`src/rtl/rs_decode_ram_ctrl_if.sv`:
```
// Bus bundle between the RS decoder ring-buffer controller, its DpRam and the corrected-output datapath.
// slave = the controller, master = the parent that owns the DpRam and the decoder stages.
interface rs_decode_ram_ctrl_if #(
  parameter int SYM_W  = 7,
  parameter int ADDR_W = 8
);
  logic              enable;
  logic              sync;
  logic              in_valid;
  logic [SYM_W-1:0]  data_in;
  logic              err_start;
  logic              err_valid;
  logic [SYM_W-1:0]  err_in;
  logic              ram_wr_en;
  logic [ADDR_W-1:0] ram_wr_addr;
  logic [SYM_W-1:0]  ram_data;
  logic              ram_rd_en;
  logic [ADDR_W-1:0] ram_rd_addr;
  logic [SYM_W-1:0]  ram_q;
  logic              out_valid;
  logic              out_start;
  logic              out_done;
  logic [SYM_W-1:0]  data_out;
  logic              ovf;
  logic              unf;

  modport slave (
    input  enable, sync, in_valid, data_in, err_start, err_valid, err_in, ram_q,
    output ram_wr_en, ram_wr_addr, ram_data, ram_rd_en, ram_rd_addr,
    output out_valid, out_start, out_done, data_out, ovf, unf
  );

  modport master (
    output enable, sync, in_valid, data_in, err_start, err_valid, err_in, ram_q,
    input  ram_wr_en, ram_wr_addr, ram_data, ram_rd_en, ram_rd_addr,
    input  out_valid, out_start, out_done, data_out, ovf, unf
  );
endinterface

```
`src/rtl/rs_decode_ram_ctrl.sv`:
```
// Ring-buffer controller around the RS decoder DpRam: stores received symbols, reads them back
// in order aligned with the Chien/Forney error magnitudes, and emits XOR-corrected symbols.
module rs_decode_ram_ctrl #(
  parameter int SYM_W  = 7,
  parameter int ADDR_W = 8,
  parameter int DEPTH  = 143,
  parameter int CW_LEN = 127
) (
  input  logic                 clk_i,
  input  logic                 rst_ni,
  rs_decode_ram_ctrl_if.slave  bus
);
  localparam int CNT_W = $clog2(DEPTH + 1);
  localparam int IDX_W = $clog2(CW_LEN);
  localparam logic [ADDR_W-1:0] LAST_ADDR = ADDR_W'(DEPTH - 1);
  localparam logic [CNT_W-1:0]  FULL_CNT  = CNT_W'(DEPTH);
  localparam logic [IDX_W-1:0]  LAST_IDX  = IDX_W'(CW_LEN - 1);

  logic [ADDR_W-1:0] wr_ptr_q, rd_ptr_q, rd_addr;
  logic [CNT_W-1:0]  count_q, count_d;
  logic [ADDR_W-1:0] fifo_q [2];
  logic              fifo_rd_q, fifo_wr_q;
  logic [1:0]        fifo_cnt_q, fifo_cnt_d;
  logic [IDX_W-1:0]  idx_q, idx_d, idx1_q, idx2_q;
  logic              v1_q, v2_q;
  logic [SYM_W-1:0]  err1_q, err2_q;
  logic              out_valid_q, out_start_q, out_done_q, ovf_q, unf_q;
  logic [SYM_W-1:0]  data_out_q;
  logic              wr, wr_drop, rd, rd_dec, pop, push_req, push, push_drop, unf_set;

  function automatic logic [ADDR_W-1:0] inc_wrap(input logic [ADDR_W-1:0] a);
    return (a == LAST_ADDR) ? '0 : a + 1'b1;
  endfunction

  assign wr        = bus.enable & bus.in_valid & (count_q != FULL_CNT);
  assign wr_drop   = bus.enable & bus.in_valid & (count_q == FULL_CNT);
  assign rd        = bus.enable & bus.err_valid;
  assign rd_dec    = rd & (count_q != '0);
  assign pop       = rd & bus.err_start & (fifo_cnt_q != 2'd0);
  assign push_req  = wr & bus.sync;
  // A full FIFO can still accept a push in the cycle its head is popped.
  assign push      = push_req & ((fifo_cnt_q != 2'd2) | pop);
  assign push_drop = push_req & ~push;
  assign rd_addr   = pop ? fifo_q[fifo_rd_q] : rd_ptr_q;
  assign unf_set   = rd & ((count_q == '0) | (bus.err_start & (fifo_cnt_q == 2'd0)));

  always_comb begin
    count_d = count_q;
    if (wr & ~rd_dec)      count_d = count_q + 1'b1;
    else if (~wr & rd_dec) count_d = count_q - 1'b1;
  end

  always_comb begin
    fifo_cnt_d = fifo_cnt_q;
    if (push & ~pop)      fifo_cnt_d = fifo_cnt_q + 2'd1;
    else if (~push & pop) fifo_cnt_d = fifo_cnt_q - 2'd1;
  end

  always_comb begin
    idx_d = idx_q;
    if (rd) begin
      if (bus.err_start)        idx_d = '0;
      else if (idx_q != LAST_IDX) idx_d = idx_q + 1'b1;
    end
  end

  always_ff @(posedge clk_i or negedge rst_ni) begin
    if (!rst_ni) begin
      wr_ptr_q   <= '0;
      rd_ptr_q   <= '0;
      count_q    <= '0;
      fifo_q[0]  <= '0;
      fifo_q[1]  <= '0;
      fifo_rd_q  <= 1'b0;
      fifo_wr_q  <= 1'b0;
      fifo_cnt_q <= '0;
      idx_q      <= '0;
      ovf_q      <= 1'b0;
      unf_q      <= 1'b0;
    end else begin
      if (wr) wr_ptr_q <= inc_wrap(wr_ptr_q);
      if (rd) rd_ptr_q <= inc_wrap(rd_addr);
      count_q    <= count_d;
      fifo_cnt_q <= fifo_cnt_d;
      idx_q      <= idx_d;
      if (push) begin
        fifo_q[fifo_wr_q] <= wr_ptr_q;
        fifo_wr_q         <= ~fifo_wr_q;
      end
      if (pop) fifo_rd_q <= ~fifo_rd_q;
      if (wr_drop | push_drop) ovf_q <= 1'b1;
      if (unf_set)             unf_q <= 1'b1;
    end
  end

  // Two delay stages match the DpRam read latency; they advance regardless of enable.
  always_ff @(posedge clk_i or negedge rst_ni) begin
    if (!rst_ni) begin
      v1_q        <= 1'b0;
      v2_q        <= 1'b0;
      err1_q      <= '0;
      err2_q      <= '0;
      idx1_q      <= '0;
      idx2_q      <= '0;
      out_valid_q <= 1'b0;
      out_start_q <= 1'b0;
      out_done_q  <= 1'b0;
      data_out_q  <= '0;
    end else begin
      v1_q        <= rd;
      err1_q      <= bus.err_in;
      idx1_q      <= idx_d;
      v2_q        <= v1_q;
      err2_q      <= err1_q;
      idx2_q      <= idx1_q;
      out_valid_q <= v2_q;
      out_start_q <= v2_q & (idx2_q == '0);
      out_done_q  <= v2_q & (idx2_q == LAST_IDX);
      if (v2_q) data_out_q <= bus.ram_q ^ err2_q;
    end
  end

  assign bus.ram_wr_en   = wr;
  assign bus.ram_wr_addr = wr_ptr_q;
  assign bus.ram_data    = bus.data_in;
  assign bus.ram_rd_en   = rd;
  assign bus.ram_rd_addr = rd_addr;
  assign bus.out_valid   = out_valid_q;
  assign bus.out_start   = out_start_q;
  assign bus.out_done    = out_done_q;
  assign bus.data_out    = data_out_q;
  assign bus.ovf         = ovf_q;
  assign bus.unf         = unf_q;
endmodule

```
`src/flat_wrapper.sv`:
```
// flat-port wrapper written by rule: the top's interface ports become plain ports
module rs_decode_ram_ctrl_flat 
#(
  parameter int SYM_W  = 7,
  parameter int ADDR_W = 8,
  parameter int DEPTH  = 143,
  parameter int CW_LEN = 127
)
  (clk_i, rst_ni, bus_enable, bus_sync, bus_in_valid, bus_data_in, bus_err_start, bus_err_valid, bus_err_in, bus_ram_q, bus_ram_wr_en, bus_ram_wr_addr, bus_ram_data, bus_ram_rd_en, bus_ram_rd_addr, bus_out_valid, bus_out_start, bus_out_done, bus_data_out, bus_ovf, bus_unf);
  rs_decode_ram_ctrl_if #(.SYM_W(SYM_W), .ADDR_W(ADDR_W)) bus_i ();
  input  logic clk_i;
  input  logic rst_ni;
  input wire logic [$bits(bus_i.enable)-1:0] bus_enable;
  input wire logic [$bits(bus_i.sync)-1:0] bus_sync;
  input wire logic [$bits(bus_i.in_valid)-1:0] bus_in_valid;
  input wire logic [$bits(bus_i.data_in)-1:0] bus_data_in;
  input wire logic [$bits(bus_i.err_start)-1:0] bus_err_start;
  input wire logic [$bits(bus_i.err_valid)-1:0] bus_err_valid;
  input wire logic [$bits(bus_i.err_in)-1:0] bus_err_in;
  input wire logic [$bits(bus_i.ram_q)-1:0] bus_ram_q;
  output wire logic [$bits(bus_i.ram_wr_en)-1:0] bus_ram_wr_en;
  output wire logic [$bits(bus_i.ram_wr_addr)-1:0] bus_ram_wr_addr;
  output wire logic [$bits(bus_i.ram_data)-1:0] bus_ram_data;
  output wire logic [$bits(bus_i.ram_rd_en)-1:0] bus_ram_rd_en;
  output wire logic [$bits(bus_i.ram_rd_addr)-1:0] bus_ram_rd_addr;
  output wire logic [$bits(bus_i.out_valid)-1:0] bus_out_valid;
  output wire logic [$bits(bus_i.out_start)-1:0] bus_out_start;
  output wire logic [$bits(bus_i.out_done)-1:0] bus_out_done;
  output wire logic [$bits(bus_i.data_out)-1:0] bus_data_out;
  output wire logic [$bits(bus_i.ovf)-1:0] bus_ovf;
  output wire logic [$bits(bus_i.unf)-1:0] bus_unf;
  assign bus_i.enable = bus_enable;
  assign bus_i.sync = bus_sync;
  assign bus_i.in_valid = bus_in_valid;
  assign bus_i.data_in = bus_data_in;
  assign bus_i.err_start = bus_err_start;
  assign bus_i.err_valid = bus_err_valid;
  assign bus_i.err_in = bus_err_in;
  assign bus_i.ram_q = bus_ram_q;
  assign bus_ram_wr_en = bus_i.ram_wr_en;
  assign bus_ram_wr_addr = bus_i.ram_wr_addr;
  assign bus_ram_data = bus_i.ram_data;
  assign bus_ram_rd_en = bus_i.ram_rd_en;
  assign bus_ram_rd_addr = bus_i.ram_rd_addr;
  assign bus_out_valid = bus_i.out_valid;
  assign bus_out_start = bus_i.out_start;
  assign bus_out_done = bus_i.out_done;
  assign bus_data_out = bus_i.data_out;
  assign bus_ovf = bus_i.ovf;
  assign bus_unf = bus_i.unf;
  rs_decode_ram_ctrl #(.SYM_W(SYM_W), .ADDR_W(ADDR_W), .DEPTH(DEPTH), .CW_LEN(CW_LEN)) u_core (.clk_i(clk_i), .rst_ni(rst_ni), .bus(bus_i));
endmodule
```
`config.mk`:
```
export PLATFORM = sky130hd
export DESIGN_NAME = rs_decode_ram_ctrl_flat
export DESIGN_NICKNAME = d
export VERILOG_FILES = /design/src/rtl/rs_decode_ram_ctrl_if.sv /design/src/rtl/rs_decode_ram_ctrl.sv /design/src/flat_wrapper.sv
export SDC_FILE = /design/constraint.sdc
export NUM_CORES = 1
export LEC_CHECK = 0
export BUFFER_PORTS_ARGS = -buffer_cell sky130_fd_sc_hd__buf_2
export CORE_MARGIN = 2
export CORE_UTILIZATION = 34
export CTS_CLUSTER_SIZE = 40
export DETAILED_ROUTE_END_ITERATION = 10
export PLACE_DENSITY = 0.57
export SYNTH_ARGS = -nofsm -noshare
export SYNTH_HDL_FRONTEND = slang
export SYNTH_SLANG_ARGS = --single-unit
```
`constraint.sdc`:
```
create_clock -name clk_i -period 8.35 [get_ports clk_i]
set_input_delay 1.67 -clock clk_i [delete_from_list [all_inputs] [get_ports clk_i]]
set_output_delay 1.67 -clock clk_i [all_outputs]
set_load 0.1 [all_outputs]
```
==> impl_metrics.py <==
metrics = {
    "cells_and_area": {
        "final_net_count": 445,
        "insertedDiodeCount": 0,
        "syn_to_final_growth_pct": 15.9,
        "layout-drive-gt1-share_pct": 25.4,
    },
    "route": {
        "detailed_route_vias_per_instance": 4.88,
        "met3_length_um": 333,
        "detailroute.via_count": 2677,
        "ant_nets": 0,
        "number_of_remaining_drc_errors": 7,
        "route.detailed.wl_per_inst_um": 13.8,
        "route.met2.wl_mm": 3.40,
        "firstDrtPassIters": 7,
        "drt_iter0_drc": 144,
        "met1Wirelength_mm": 3.70,
        "routed.top_layer": "met4",
        "wirelength_mm": 7.59,
    },
    "die": {
        "dieArea_mm2": 0.0128,
        "initial_core_util_pct": 35.1,
        "rows": 39,
        "ios": 65,
        "core_mm2": 0.0115,
        "dieWidth_um": 113,
        "fp.dieH_um": 113,
    },
    "logic_synthesis": {
        "post_synthesis_xor_xnor_area_fraction_pct": 6.94,
        "ys_seq_area_share_pct": 53.3,
        "synth_edf_count": 0,
        "muxShareOfSynthArea_pct": 7.59,
        "synthesis.yosys.warnings": 0,
        "synthDominantCellAreaShare_pct": 53.3,
        "synthMostInstantiatedCell": "sky130_fd_sc_hd__dfrtp_1",
        "synth_area_leader_cell": "sky130_fd_sc_hd__dfrtp_1",
        "yosys_register_bits": 86,
        "syn-instance-count": 354,
        "yosys.area_share.adder_pct": 5.14,
        "synth_top_family_by_area": "simple AND/OR/NAND/NOR gates",
        "ys_dominant_reg_cell": "sky130_fd_sc_hd__dfrtp_1",
        "async_reset_ff_share_pct": 100,
        "mappedNetlistNets": 398,
        "netlist-cell-type-count": 51,
        "synth.cell_area_mm2": 0.00404,
        "syn-mean-instance-area_um2": 11.4,
        "synth_simple_gate_area_share_pct": 14.1,
        "synthTopCellsByArea": "sky130_fd_sc_hd__dfrtp_1 (53%), sky130_fd_sc_hd__mux2_2 (5.9%), sky130_fd_sc_hd__ha_1 (4.6%)",
        "synth_common_cells": "sky130_fd_sc_hd__dfrtp_1 (86), sky130_fd_sc_hd__nand2_1 (32), sky130_fd_sc_hd__nor2_1 (24)",
        "post_synthesis_compound_gate_area_fraction_pct": 9.61,
    },
    "power": {
        "power.density_cell_area_mw_per_mm2": 346,
        "total_leakage_power_nw": 2.14,
        "power.ir.vdd_worst_uv": 232,
    },
    "critical_path": {
        "wp_depth": 6,
        "arrival_ns": 3.24,
        "r2r_path_start": "u_core.count_q[4]",
        "worst-path-max-fanout": 21,
        "setup.worst_path.end": "bus_ram_rd_addr[1]",
        "critical_path.reg2reg.endpoint": "u_core.count_q[7]",
        "worst-path-buf-inv": 3,
        "crit_chain": "buf_2 > nand3_2 > nor2_4 > inv_2 > o21ai_0 > buf_2",
        "startpoint_type": "primary input",
        "timing.critical_path.required_ns": 6.68,
        "critPathMostFrequentCell": "sky130_fd_sc_hd__buf_2",
        "crit_type": "primary input to output port",
        "reg2reg_slack_ns": 4.88,
        "worst_setup_path_end_kind": "output port",
        "critical-path-top-delay-family": "buffers and inverters",
        "crit_path_start": "bus_err_start",
        "reg2reg_depth": 13,
        "critical-path-slowest-cell": "sky130_fd_sc_hd__buf_2",
        "cpPeakStageDelay_ns": 0.52,
    },
    "global_routing": {
        "grt-ovfl-total": 0,
        "number_of_global_route_vias_before_repair": 2644,
        "antenna_found_initial": 0,
        "wire_length_of_the_first_global_routing_pass_mm": 12.9,
        "grt.total_usage_pct": 12.5,
        "largest_net_degree_at_the_start_of_global_routing": 87,
    },
    "sta": {
        "tightestPinTransition_ns": 1.05,
        "fin_setup_tns_ns": 0,
        "finalWorstPathRequiredPeriod_ns": 4.91,
        "max_freq_ghz": 0.204,
        "final_min_period_over_clock_period_pct": 58.7,
        "timing.hold.ws_ns": 0.348,
        "setup_viol": 0,
        "max-slew-margin-rel_pct": 30.0,
        "grt_setup_unrepaired": "no",
        "slew_violations": 0,
        "fin_worst_skew_ns": 0.00294,
        "hold_viol_final": 0,
    },
    "clocking": {
        "clock-root-buffer": "sky130_fd_sc_hd__clkbuf_16",
        "cts_hold_buf": 0,
        "cts_made_buffers": 9,
        "tritoncts": "built",
        "ctsResizeCount": 0,
        "cts_setup_buffers": 0,
        "cts-root-to-sink-buffers": 2,
        "clkSlewWorstSetupHoldPaths_ns": 0.06,
        "insertion_delay_ns": 0.32,
        "clock_sink_count": 86,
        "htree_levels": 3,
    },
    "placement": {
        "post-dp-hpwl_mm": 5.42,
        "portBuffers": 50,
        "gp_congestion": 0.852,
    },
    "job": {
        "drv.max_cap_violation_count": 0,
    },
    "outcome": {
        "outcome": "finished, violations left",
        "violations": "DRC",
    },
    "worst_hold_path": {
        "hold_path.class": "register to register",
    },
}
==> cell usage in the layout (no fill, tap or decap), types with 2 or more instances in the layout <==
cell type / Yosys / layout
sky130_fd_sc_hd__nor2_1: 24 / 24
sky130_fd_sc_hd__o31ai_1: 2 / 2
sky130_fd_sc_hd__nor2b_1: 3 / 3
sky130_fd_sc_hd__and4_1: 2 / 2
sky130_fd_sc_hd__xor2_1: 13 / 13
sky130_fd_sc_hd__buf_2: 2 / 49
sky130_fd_sc_hd__dfrtp_1: 86 / 86
sky130_fd_sc_hd__clkbuf_16: 0 / 9
sky130_fd_sc_hd__nand2_1: 32 / 32
sky130_fd_sc_hd__nand4b_1: 3 / 3
sky130_fd_sc_hd__a21oi_1: 17 / 17
sky130_fd_sc_hd__and3_1: 3 / 3
sky130_fd_sc_hd__a211oi_2: 2 / 2
sky130_fd_sc_hd__o21ai_0: 16 / 16
sky130_fd_sc_hd__ha_1: 15 / 15
sky130_fd_sc_hd__o21bai_1: 3 / 3
sky130_fd_sc_hd__nor2_4: 2 / 2
sky130_fd_sc_hd__mux2_2: 21 / 21
sky130_fd_sc_hd__nor4_1: 3 / 3
sky130_fd_sc_hd__a21o_1: 3 / 3
sky130_fd_sc_hd__nor3_1: 4 / 4
sky130_fd_sc_hd__nand3_2: 2 / 2
sky130_fd_sc_hd__nand3_1: 5 / 5
sky130_fd_sc_hd__inv_1: 10 / 10
sky130_fd_sc_hd__nor4b_1: 3 / 3
sky130_fd_sc_hd__o21ai_1: 8 / 8
sky130_fd_sc_hd__xnor2_1: 19 / 19
sky130_fd_sc_hd__a21oi_2: 2 / 2
sky130_fd_sc_hd__clkinvlp_4: 0 / 2
sky130_fd_sc_hd__nand4_1: 11 / 11
sky130_fd_sc_hd__mux2i_1: 7 / 7
==> metal layers <==
layer  vias up  track usage [%]
li1       1340                -
met1      1261             17.0
met2        61             19.6
met3        15             2.62
met4         0             5.28
met5         -                0
==> flip-flops by register name, indices dropped and copies added (netlist names) <==
register                cells
u_core.fifo_q              16
u_core.v1_q                 1
u_core.bus.out_start        1
u_core.bus.ovf              1
u_core.bus.unf              1
u_core.fifo_wr_q            1
u_core.err1_q               7
u_core.idx_q                7
u_core.bus.ram_wr_addr      8
u_core.err2_q               7
u_core.idx2_q               7
u_core.bus.out_done         1
u_core.rd_ptr_q             8
u_core.fifo_rd_q            1
u_core.v2_q                 1
u_core.fifo_cnt_q           2
u_core.bus.out_valid        1
u_core.bus.data_out         7
u_core.count_q              8
==> stage by stage <==
stage	worst slack [ns]	util [%]	cell area (µm²)	total power [W]	instances
after floorplan	2.17	-	4040	0.00113	354
final	3.44	40.6	4680	0.00162	549
after detailed placement	3.48	38.0	4380	0.00123	533
after global routing	3.29	40.6	4680	0.00172	549
after global placement	3.56	38.0	4380	0.00122	533
after CTS	3.48	40.6	4680	0.00164	549
==> kinds of logic after synthesis <==
| family | count (synthesis) |
|---|---|
| buf+inv | 25 |
| compound gates | 61 |
| simple gates | 106 |
| mux | 28 |
| flops | 86 |
| xor+xnor | 32 |
| fa+ha+maj | 16 |
==> report_power, final <==
part	total, W	internal [W]	switching [W]
sequential	0.000628	0.000509	0.000118
combinational	0.000598	0.000189	0.000408
clock	0.000395	0.000240	0.000155
==> worst register-to-register path: cells and delay by family (launching register included) <==
kind | cells | cell delay [ns]
fa+ha+maj | 2 | 0.58
flops | 1 | 0.40
buf+inv | 2 | 0.44
xor+xnor | 1 | 0.15
simple gates | 3 | 0.74
compound gates | 5 | 1.10
==> final cells by class <==
type | instances | area [µm²]
Clock buffer | 11 | 243
Clock inverter | 5 | 58.8
Fill cell | 1091 | 6840
Inverter | 11 | 41.3
Multi-Input combinational cell | 243 | 1750
Sequential cell | 86 | 2150
Tap cell | 143 | 179
Timing Repair Buffer | 50 | 253
==> how the worst min path moves through the flow <==
stage | slack, ns | cells past startpoint | end | from
floorplan | 0.33 | 0 | u_core.err2_q[0] | u_core.err1_q[0]
global placement | 0.33 | 0 | u_core.err2_q[5] | u_core.err1_q[5]
detailed placement | 0.34 | 0 | u_core.err2_q[6] | u_core.err1_q[6]
CTS | 0.35 | 0 | u_core.err2_q[6] | u_core.err1_q[6]
global route | 0.36 | 0 | u_core.err2_q[0] | u_core.err1_q[0]
finish | 0.35 | 0 | u_core.err2_q[6] | u_core.err1_q[6]
No activity file was read; power rests on OpenSTA's default activity.
